===== src/rtl/cpu_pkg.sv =====
// Shared CPU definitions: default datapath width and ALU-B operand source indices.
package cpu_pkg;

    localparam int unsigned DATA_W = 8;

    typedef enum logic [1:0] {
        SRC_REGB = 2'd0,
        SRC_DMEM = 2'd1,
        SRC_LIT  = 2'd2,
        SRC_ZERO = 2'd3
    } alu_b_src_e;

endpackage


===== src/rtl/operand_sel_pipe_if.sv =====
// Upstream offer / downstream delivery signals of the operand selector.
interface operand_sel_pipe_if #(
    parameter int unsigned WIDTH  = 8,
    parameter int unsigned NUM_IN = 4
);
    localparam int unsigned SEL_W = $clog2(NUM_IN);

    logic [NUM_IN*WIDTH-1:0] in_data;
    logic [SEL_W-1:0]        in_sel;
    logic                    in_valid;
    logic                    in_ready;
    logic [WIDTH-1:0]        out_data;
    logic [SEL_W-1:0]        out_sel;
    logic                    out_valid;
    logic                    out_ready;
    logic                    oob_err;

    modport master (
        output in_data, in_sel, in_valid, out_ready,
        input  in_ready, out_data, out_sel, out_valid, oob_err
    );

    modport slave (
        input  in_data, in_sel, in_valid, out_ready,
        output in_ready, out_data, out_sel, out_valid, oob_err
    );
endinterface


===== src/rtl/operand_sel_pipe_skid_buf.sv =====
// Two-entry valid/ready register pair; in_ready is registered so it has no
// combinational path from out_ready.
module skid_buf #(
    parameter int unsigned W = 8
) (
    input  logic         clk,
    input  logic         rst,
    input  logic [W-1:0] in_payload,
    input  logic         in_valid,
    output logic         in_ready,
    output logic [W-1:0] out_payload,
    output logic         out_valid,
    input  logic         out_ready
);
    logic [W-1:0] main_q, main_n, skid_q, skid_n;
    logic         main_v_q, main_v_n, skid_v_q, skid_v_n;
    logic         rdy_q;
    logic         accept, drain;

    assign accept = in_valid && rdy_q;
    assign drain  = main_v_q && out_ready;

    always_comb begin
        main_n   = main_q;
        main_v_n = main_v_q;
        skid_n   = skid_q;
        skid_v_n = skid_v_q;
        if (!main_v_q || drain) begin
            // A full skid implies rdy_q was low, so no accept can collide here.
            if (skid_v_q) begin
                main_n   = skid_q;
                main_v_n = 1'b1;
                skid_v_n = 1'b0;
            end else begin
                main_v_n = accept;
                if (accept) main_n = in_payload;
            end
        end else if (accept) begin
            skid_n   = in_payload;
            skid_v_n = 1'b1;
        end
    end

    always_ff @(posedge clk or posedge rst) begin
        if (rst) begin
            main_q   <= '0;
            main_v_q <= 1'b0;
            skid_q   <= '0;
            skid_v_q <= 1'b0;
            rdy_q    <= 1'b0;
        end else begin
            main_q   <= main_n;
            main_v_q <= main_v_n;
            skid_q   <= skid_n;
            skid_v_q <= skid_v_n;
            rdy_q    <= !skid_v_n;
        end
    end

    assign in_ready    = rdy_q;
    assign out_payload = main_q;
    assign out_valid   = main_v_q;
endmodule


===== src/rtl/operand_sel_pipe.sv =====
// N-way operand selector feeding a registered skid-buffered output stage,
// with a sticky flag for out-of-range selects.
module operand_sel_pipe
    import cpu_pkg::*;
#(
    parameter int unsigned WIDTH    = DATA_W,
    parameter int unsigned NUM_IN   = 4,
    parameter bit          OOB_ZERO = 1'b1
) (
    input logic               clk,
    input logic               rst,
    operand_sel_pipe_if.slave bus
);
    localparam int unsigned SEL_W = $clog2(NUM_IN);
    localparam int unsigned PW    = WIDTH + SEL_W;

    logic [WIDTH-1:0] sel_data;
    logic [PW-1:0]    out_payload;
    logic             in_oob;
    logic             in_ready;
    logic             oob_q;

    always_comb begin
        sel_data = OOB_ZERO ? '0 : bus.in_data[0 +: WIDTH];
        for (int unsigned k = 0; k < NUM_IN; k++) begin
            if (bus.in_sel == SEL_W'(k)) sel_data = bus.in_data[k*WIDTH +: WIDTH];
        end
    end

    // A full power-of-two select range has no out-of-range codes.
    generate
        if (NUM_IN == (1 << SEL_W)) begin : g_no_oob
            assign in_oob = 1'b0;
        end else begin : g_oob
            assign in_oob = 32'(bus.in_sel) >= 32'(NUM_IN);
        end
    endgenerate

    skid_buf #(
        .W (PW)
    ) u_skid (
        .clk         (clk),
        .rst         (rst),
        .in_payload  ({sel_data, bus.in_sel}),
        .in_valid    (bus.in_valid),
        .in_ready    (in_ready),
        .out_payload (out_payload),
        .out_valid   (bus.out_valid),
        .out_ready   (bus.out_ready)
    );

    always_ff @(posedge clk or posedge rst) begin
        if (rst) begin
            oob_q <= 1'b0;
        end else if (bus.in_valid && in_ready && in_oob) begin
            oob_q <= 1'b1;
        end
    end

    assign bus.in_ready = in_ready;
    assign bus.out_data = out_payload[PW-1 -: WIDTH];
    assign bus.out_sel  = out_payload[SEL_W-1:0];
    assign bus.oob_err  = oob_q;
endmodule


===== src/flat_wrapper.sv =====
// flat-port wrapper written by rule: the top's interface ports become plain ports
module operand_sel_pipe_flat import cpu_pkg::*;
#(
    parameter int unsigned WIDTH    = DATA_W,
    parameter int unsigned NUM_IN   = 4,
    parameter bit          OOB_ZERO = 1'b1
)
  (clk, rst, bus_in_data, bus_in_sel, bus_in_valid, bus_out_ready, bus_in_ready, bus_out_data, bus_out_sel, bus_out_valid, bus_oob_err);
  operand_sel_pipe_if #(.WIDTH(WIDTH), .NUM_IN(NUM_IN)) bus_i ();
  input logic clk;
  input logic rst;
  input wire logic [$bits(bus_i.in_data)-1:0] bus_in_data;
  input wire logic [$bits(bus_i.in_sel)-1:0] bus_in_sel;
  input wire logic [$bits(bus_i.in_valid)-1:0] bus_in_valid;
  input wire logic [$bits(bus_i.out_ready)-1:0] bus_out_ready;
  output wire logic [$bits(bus_i.in_ready)-1:0] bus_in_ready;
  output wire logic [$bits(bus_i.out_data)-1:0] bus_out_data;
  output wire logic [$bits(bus_i.out_sel)-1:0] bus_out_sel;
  output wire logic [$bits(bus_i.out_valid)-1:0] bus_out_valid;
  output wire logic [$bits(bus_i.oob_err)-1:0] bus_oob_err;
  assign bus_i.in_data = bus_in_data;
  assign bus_i.in_sel = bus_in_sel;
  assign bus_i.in_valid = bus_in_valid;
  assign bus_i.out_ready = bus_out_ready;
  assign bus_in_ready = bus_i.in_ready;
  assign bus_out_data = bus_i.out_data;
  assign bus_out_sel = bus_i.out_sel;
  assign bus_out_valid = bus_i.out_valid;
  assign bus_oob_err = bus_i.oob_err;
  operand_sel_pipe #(.WIDTH(WIDTH), .NUM_IN(NUM_IN), .OOB_ZERO(OOB_ZERO)) u_core (.clk(clk), .rst(rst), .bus(bus_i));
endmodule

===== config.mk =====
export PLATFORM = sky130hd
export DESIGN_NAME = operand_sel_pipe_flat
export DESIGN_NICKNAME = d
export VERILOG_FILES = /design/src/rtl/cpu_pkg.sv /design/src/rtl/operand_sel_pipe_if.sv /design/src/rtl/operand_sel_pipe_skid_buf.sv /design/src/rtl/operand_sel_pipe.sv /design/src/flat_wrapper.sv
export SDC_FILE = /design/constraint.sdc
export NUM_CORES = 1
export LEC_CHECK = 0
export ABC_CLOCK_PERIOD_IN_PS = 1700
export CORE_UTILIZATION = 40
export CTS_CLUSTER_DIAMETER = 50
export DETAILED_ROUTE_END_ITERATION = 8
export GPL_ROUTABILITY_DRIVEN = 0
export GPL_TIMING_DRIVEN = 1
export PLACE_DENSITY_LB_ADDON = 0.3
export SLEW_MARGIN = 30
export SYNTH_ARGS = -nofsm -noshare
export SYNTH_HDL_FRONTEND = slang
export SYNTH_HIERARCHICAL = 1
export SYNTH_SLANG_ARGS = --single-unit

===== constraint.sdc =====
create_clock -name clk -period 1.7 [get_ports clk]
set_input_delay 0.17 -clock clk [delete_from_list [all_inputs] [get_ports clk]]
set_output_delay 0.17 -clock clk [all_outputs]
set_load 0.01 [all_outputs]

==> flow_metrics.tcl, run 1 <==
set metrics [dict create \
    worst_clock_skew_ps 5.621 \
    chipHeight_um 57.03 \
    path_cells "clkdlybuf4s50_1" \
    setup_viol 0 \
    synthCells 75 \
    synth_edf_count 0 \
    antenna_found_initial 0 \
    wl_mm 2.614 \
    p_per_area_mw_per_mm2 969.6 \
    rows 19 \
    setup.worst_path.class "flop to primary output" \
    ant_nets 0 \
    wl_per_cell_um 16.24 \
    die-area_mm2 0.003252 \
    cp.arrival_ps 1290 \
    drive_gt1_share_pct 40.00 \
    reg2reg_slack_ps 330 \
    fin_crit_sh_pct 86.07 \
    grt_pass1_wl_mm 4.416 \
    syn_to_final_growth_pct 47.62 \
    final.setup.worst_slack_ps 236.8 \
    io_buffers 49 \
    ir_worst_vdd_uv 550.5 \
    synth_most_common_cell "mux2_2" \
    ys_seq_area_share_pct 47.52 \
    grt_pass1_vias 973 \
    cap_viol_max_count 0 \
    min_path_type "input pin to asynchronous set/reset pin" \
    hold_violations 0 \
    cts_made_buffers 3 \
    clk_pin_slew_ps 130 \
    syn_area_per_cell_um2 16.15 \
    clockBufferDepth 2 \
    die_x_um 57.03 \
    synthFlopType "dfrtp_1" \
    layout_min_cycle_time_ps 1463 \
    initial_utilization_pct 43.18 \
    path_delay_family "buffers and inverters" \
    grtUsageTotal_pct 17.73 \
    nNetsFinal 169 \
    antenna_cells 0 \
    path_buf_inv 1 \
    cp_max_fo 3 \
    grt_max_degree 24 \
    required_ps 1530 \
    multi_input_area_um2 593.1 \
    synth_warnings 6 \
    ioPinCount 51 \
    yosysTopAreaCell "dfrtp_1" \
    p_leak_nw 0.7343 \
    crit_path_max_incr_delay_ps 560 \
    synth_top_area_share_pct 47.52 \
    finalPower_mw 1.734 \
    reg2reg_to "u_core/u_skid/out_payload[8]" \
    coreArea_mm2 0.002805 \
    async_flop_share_pct 100.0 \
    cp-start-kind "flop" \
    violations "DRC" \
    drv_slew 0 \
    hpwl_mm 2.021 \
    worst_path_max_delay_cell "clkdlybuf4s50_1" \
    htree_levels 1 \
    cts-root-buf "clkbuf_4" \
    cts_tree "yes" \
    synth_nets 113 \
    num_vias 857 \
    viasPerCell 5.323 \
    clkSinkCount 23 \
    endpoint_kind "primary output" \
    netlist_top_cells_area "dfrtp_1, mux2_2, mux4_2, buf_6, nand3_4" \
    fill_cells 218 \
    dpl-instance-area_mm2 0.001750 \
    rsz0062_at_grt "false" \
    fmax_ghz 0.6835 \
    final-seq-area_um2 575.6 \
    synth_area_mm2 0.001211 \
    final_area_mm2 0.001788 \
    dr.pass1.iters 6 \
    grt.overflow.total 0 \
    synthDistinctLibCells 15 \
    r2r_start "u_core/u_skid/out_valid" \
    pre_cts_ws_ps -321.0 \
    outcome "complete, but fails checks" \
    synth_common_cells "mux2_2, dfrtp_1, mux4_2" \
    ff2ff_path_depth 3 \
    drt_iter0_markers 26 \
    drc 12 \
    ys_ff_latch 23 \
    clock_latency_ps 300 \
]
==> registers in the layout, summed over array words and instances, names as in the netlist <==
register                   cells
u_core/u_skid/out_payload     10
u_core/u_skid/in_ready         1
u_core/u_skid/skid_q          10
u_core/u_skid/skid_v_q         1
u_core/u_skid/out_valid        1
==> area by class of cell <==
class	instances	area share, %
Timing Repair Buffer	55	30.51
Sequential cell	23	32.19
Clock buffer	3	1.260
Clock inverter	1	0.2799
Inverter	2	0.4199
Multi-Input combinational cell	46	33.17
Tap cell	31	2.169
==> power breakdown <==
group	internal, mW	leakage (nW)	total [mW]	switching [mW]
Sequential	0.718	0.269	0.806	0.0881
Clock	0.0877	0.0177	0.248	0.161
Combinational	0.457	0.447	0.680	0.223
Total	1.26	0.734	1.73	0.472
==> cells in the final DEF, fill, tap and decap left out, drive strengths merged <==
cell type      netlist  routed
nor2                 1       1
buf                  3       6
nor2b                1       1
a21oi                1       1
nand2b               2       2
nand3                1       1
inv                  2       2
dlymetal6s2s         0       1
clkdlybuf4s50        0      48
conb                 1       1
dfrtp               23      23
mux4                 8       8
clkbuf               1       3
clkinv               0       1
nand2                1       1
mux2                30      30
==> worst max-delay path by stage <==
stage / startpoint / to / slack [ps] / depth (start not counted)
final: u_core/u_skid/in_ready / bus_in_ready / 240 / 1
after global routing: u_core/u_skid/in_ready / bus_in_ready / 170 / 1
after CTS: bus_in_sel[0] / u_core/u_skid/out_payload[9] / 20 / 5
after detailed placement: bus_in_sel[0] / u_core/u_skid/out_payload[9] / -320 / 5
after global placement: bus_in_sel[0] / u_core/u_skid/out_payload[7] / -290 / 5
after floorplan: bus_in_sel[0] / u_core/u_skid/out_payload[2] / 270 / 4
==> cells by family after synthesis <==
| family | synth area share [%] |
|---|---|
| other cells | 0.3096 |
| compound gates | 0.7233 |
| simple gates | 4.855 |
| buf+inv | 3.512 |
| flops | 47.52 |
| mux | 43.08 |
==> layer usage <==
metal,track usage (%),vias up,part of all wire (%)
met1,22.04,429,42
met3,2.041,2,7.0
met2,32.44,37,50
met4,5.226,0,0.54
li1,-,389,-
met5,0,-,0
==> per-stage QoR <==
stage	utilization [%]	cells	setup TNS (ps)	hold WS, ps
CTS	63.38	161	0	200.8
detailed placement	62.40	157	-2700	491.2
global route	63.74	161	0	235.0
finish	63.74	161	0	195.1
global placement	62.40	157	-2272	481.5
floorplan	-	75	0	171.9
==> what timing repair did <==
action | in CTS | in global routing
setup buffers | 0 | 0
gates resized for setup | 0 | 3
setup endpoints to repair | 0 | 5
hold buffers | 0 | 0
No activity file was read; power rests on OpenSTA's default activity.
==> run 2, diff against run 1 <==
- CORE_MARGIN: not set -> 2
- GPL_TIMING_DRIVEN: 1 -> not set
==> flow_metrics.tcl, run 2 (synthesized netlist as in run 1, its figures left out) <==
set metrics [dict create \
    outcome "finished, final reports clean" \
    chipHeight_um 59.03 \
    path_delay_family "buffers and inverters" \
    netSwitchingPower_mw 0.4628 \
    coreArea_mm2 0.002805 \
    drive_gt1_share_pct 39.69 \
    hpwl_mm 1.940 \
    clk_pin_slew_ps 130 \
    setup_viol 0 \
    required_ps 1530 \
    cts_tree "yes" \
    crit_start "u_core/u_skid/in_ready" \
    num_vias 831 \
    die-area_mm2 0.003484 \
    clock_power_share_pct 14.4 \
    clockBufferDepth 2 \
    worst_path_max_delay_cell "clkdlybuf4s50_1" \
    final_area_mm2 0.001790 \
    utilization_pct 63.83 \
    grtUsageTotal_pct 15.76 \
    path_cells "clkdlybuf4s50_1" \
    cap_viol_max_count 0 \
    worst_clock_skew_ps 9.430 \
    finalPower_mw 1.729 \
    drc 0 \
    seq_power_share_pct 46.6 \
    final.setup.worst_slack_ps 214.1 \
    io_buffers 49 \
    syn_to_final_growth_pct 47.83 \
    tns_ps 0 \
    nNetsFinal 170 \
    viasPerCell 5.130 \
    ioPinCount 51 \
    wl_mm 2.499 \
    p_leak_nw 0.7352 \
    grt.overflow.total 0 \
    hold_slack_ps 190.6 \
    hold_violations 0 \
    cts-root-buf "clkbuf_4" \
    path_buf_inv 1 \
    min_path_type "input pin to asynchronous set/reset pin" \
    ir_worst_vdd_uv 416.0 \
    r2r_start "u_core/u_skid/out_valid" \
    clock_latency_ps 310 \
    fmax_ghz 0.6730 \
    cp.arrival_ps 1320 \
    intPower_mw 1.266 \
    sw_frac_of_total_pct 26.77 \
    dr.pass1.iters 2 \
    wl_per_cell_um 15.43 \
    clkSinkCount 23 \
    drv_slew 0 \
    cp_max_fo 3 \
    pre_cts_ws_ps -342.2 \
    drt_iter0_markers 8 \
    fin_crit_sh_pct 87.40 \
    antenna_cells 0 \
    layout_min_cycle_time_ps 1486 \
    cts_hold_buf 0 \
    setup.worst_path.class "flop to primary output" \
    crit_path_max_incr_delay_ps 560 \
    rsz0062_at_grt "false" \
    grt_pass1_wl_mm 4.022 \
    dp.cells 158 \
    ant_nets 0 \
    die_x_um 59.03 \
    final_common_cell "clkdlybuf4s50_1" \
    initial_utilization_pct 43.18 \
    antenna_found_initial 0 \
    p_per_area_mw_per_mm2 965.8 \
    mostFrequentLayoutCells "clkdlybuf4s50_1, mux2_2, dfrtp_1" \
    endpoint_kind "primary output" \
    rows 19 \
    cts_made_buffers 3 \
    final_cells 162 \
    grt_pass1_vias 892 \
    share_comb_of_total_power_pct 39.0 \
    htree_levels 1 \
    cp-start-kind "flop" \
    dpl-instance-area_mm2 0.001758 \
    grt_max_degree 24 \
]
==> run 2: cell types whose count changed in the layout (fill, tap and decap cells not counted), sizes merged <==
cell and change:
buf +1, clkbuf +1, clkinv -1
==> run 2: final timing paths <==
path / cells after the start / slack [ps] / endpoint
hold reg to reg: 1 / 520 / u_core/u_skid/skid_q[4]
hold / removal: 3 / 190 / u_core/u_skid/in_ready
setup / recovery: 1 / 210 / bus_in_ready
setup reg to reg: 3 / 330 / u_core/u_skid/out_payload[4]
min in group clk: 3 / 320 / u_core/u_skid/skid_q[0]
max in group asynchronous: 3 / 1270 / u_core/u_skid/skid_q[5]
==> run 2: power by group through the flow <==
stage	clock [mW]	combinational, mW	sequential (mW)
2_1_floorplan	0	0.310	0.845
3_3_place_gp	0	0.666	0.809
3_5_place_dp	0	0.683	0.818
4_1_cts	0.264	0.685	0.807
5_1_grt	0.280	0.725	0.831
6_report	0.249	0.675	0.805
==> run 2: cell type report <==
class	instances	area, um^2
Clock buffer	4	26.28
Multi-Input combinational cell	46	593.1
Timing Repair Buffer	56	549.3
Sequential cell	23	575.6
Tap cell	31	38.79
Fill cell	232	1015
Inverter	2	7.507
==> run 2: routing by layer <==
layer  share of wire, %  wire (um)  up-vias  track usage (%)
li1                   -          -      386                -
met1                 42       1039      408            19.03
met2                 50       1238       37            27.46
met3                8.8        221        0            4.148
met4                  0          0        0            4.870
met5                  0          0        -                0
==> run 2: what timing repair did <==
item	4_1_cts	5_1_grt
endpoints found under the setup margin	0	4
endpoints found under the hold margin	0	0
setup buffers	0	0
gates resized for setup	0	2
==> run 2: worst register-to-register path, cell delays in order (launching register included) <==
cell     delay (ps)
dfrtp_1         420
nor2b_4         150
nor2_4          300
mux2_2          390
==> run 3, diff against run 2 <==
- REMOVE_ABC_BUFFERS: not set -> 1
==> flow_metrics.tcl, run 3 (synthesized netlist as in run 1, its figures left out) <==
set metrics [dict create \
    outcome "finished, final reports clean" \
    cp-start-kind "input pin" \
    viasPerCell 5.179 \
    p_per_area_mw_per_mm2 968.2 \
    final_cells 162 \
    dp.cells 158 \
    dr.pass1.iters 2 \
    rsz0062_at_grt "false" \
    drv_slew 0 \
    cts-root-buf "clkbuf_4" \
    final_area_mm2 0.001788 \
    mostFrequentLayoutCells "clkdlybuf4s50_1, mux2_2, dfrtp_1" \
    fmax_ghz 0.5937 \
    ir_worst_vdd_uv 417.4 \
    num_vias 839 \
    crit_start "bus_in_sel[0]" \
    layout_min_cycle_time_ps 1684 \
    grt_pass1_wl_mm 4.395 \
    antenna_cells 0 \
    final-seq-area_um2 575.6 \
    cp_common_cell "mux2_2" \
    fill_cells 229 \
    grt_pass1_vias 939 \
    ant_nets 0 \
    cp.arrival_ps 1890 \
    pre_cts_ws_ps -319.8 \
    multi_input_area_um2 593.1 \
    cts_tree "yes" \
    cap_viol_max_count 0 \
    die_x_um 59.03 \
    hold_slack_ps 194.7 \
    grt_max_degree 24 \
    reg2reg_slack_ps 330 \
    clkSinkCount 23 \
    cp_max_fo 4 \
    reg2reg_to "u_core/u_skid/out_payload[9]" \
    die-area_mm2 0.003484 \
    setup.worst_path.class "input pin to flop" \
    clock_latency_ps 300 \
    final_common_cell "clkdlybuf4s50_1" \
    cts_hold_buf 0 \
    final.setup.worst_slack_ps 15.59 \
    wl_mm 2.644 \
    antenna_found_initial 0 \
    rows 19 \
    finalPower_mw 1.731 \
    dpl-instance-area_mm2 0.001758 \
    cts_made_buffers 3 \
    syn_to_final_growth_pct 47.62 \
    crit_path_max_incr_delay_ps 520 \
    nNetsFinal 170 \
    endpoint_kind "flop" \
    chipHeight_um 59.03 \
    required_ps 1900 \
    worst_clock_skew_ps 3.941 \
    htree_levels 1 \
    worst_path_max_delay_cell "mux4_2" \
    drive_gt1_share_pct 39.69 \
    clk_pin_slew_ps 120 \
    ioPinCount 51 \
    r2r_start "u_core/u_skid/out_valid" \
    grt.overflow.total 0 \
    wl_per_cell_um 16.32 \
    p_leak_nw 0.7264 \
    hpwl_mm 2.082 \
    tns_ps 0 \
    path_cells "clkdlybuf4s50_1, buf_4, mux4_2, mux2_2, mux2_2" \
    coreArea_mm2 0.002805 \
    fin_crit_sh_pct 99.08 \
    hold_violations 0 \
    drc 0 \
    drt_iter0_markers 30 \
    ff2ff_path_depth 3 \
    grtUsageTotal_pct 17.32 \
    crit_end "u_core/u_skid/out_payload[7]" \
    initial_utilization_pct 43.18 \
    utilization_pct 63.74 \
    io_buffers 49 \
    setup_viol 0 \
    min_path_type "input pin to asynchronous set/reset pin" \
    clockBufferDepth 2 \
]
==> run 3: cell count changes in the layout (fill, tap and decap cells not counted), sizes merged <==
cell / before / now
dlymetal6s2s: 1 / 0
clkdlybuf4s50: 48 / 49
==> run 3: how the worst min path moves through the flow <==
stage | startpoint | slack [ps] | to
after CTS | rst | 190 | u_core/u_skid/in_ready
after detailed placement | u_core/u_skid/skid_q[0] | 490 | u_core/u_skid/skid_q[0]
after global placement | u_core/u_skid/skid_q[5] | 480 | u_core/u_skid/skid_q[5]
after floorplan | rst | 170 | u_core/u_skid/in_ready
after global routing | rst | 200 | u_core/u_skid/in_ready
final | rst | 190 | u_core/u_skid/in_ready
==> run 3: area by class of cell <==
| type | count | area share [%] |
|---|---|---|
| multi-input cells | 46 | 33.17 |
| flip-flops and latches | 23 | 32.19 |
| repair buffers | 56 | 30.58 |
| well taps | 31 | 2.169 |
| clock buffers | 4 | 1.470 |
| inverters | 2 | 0.4199 |
==> run 3: what timing repair did <==
action                                  in CTS  in global routing
buffers inserted                             0                  0
resized for setup                            0                  1
endpoints found under the setup margin       0                  1
==> run 3: layer usage <==
layer / share of wire [%] / vias to the layer above / track usage [%] / routed length (um)
met5: 0 / - / 0 / 0
met4: 0.34 / 0 / 5.844 / 9
met3: 6.7 / 2 / 3.057 / 176
met2: 51 / 33 / 29.68 / 1355
met1: 42 / 414 / 22.19 / 1102
li1: - / 390 / - / -
==> run 3: worst max-delay path, delay by kind of cell <==
kind | cells | cell delay, ps
buffers and inverters | 2 | 650
multiplexers | 3 | 1060
==> run 3: where the power goes <==
| part | switching (mW) | internal, mW | total, mW |
|---|---|---|---|
| registers | 0.0881 | 0.718 | 0.806 |
| clock network | 0.155 | 0.0914 | 0.246 |
| logic | 0.220 | 0.459 | 0.679 |
| total | 0.463 | 1.27 | 1.73 |
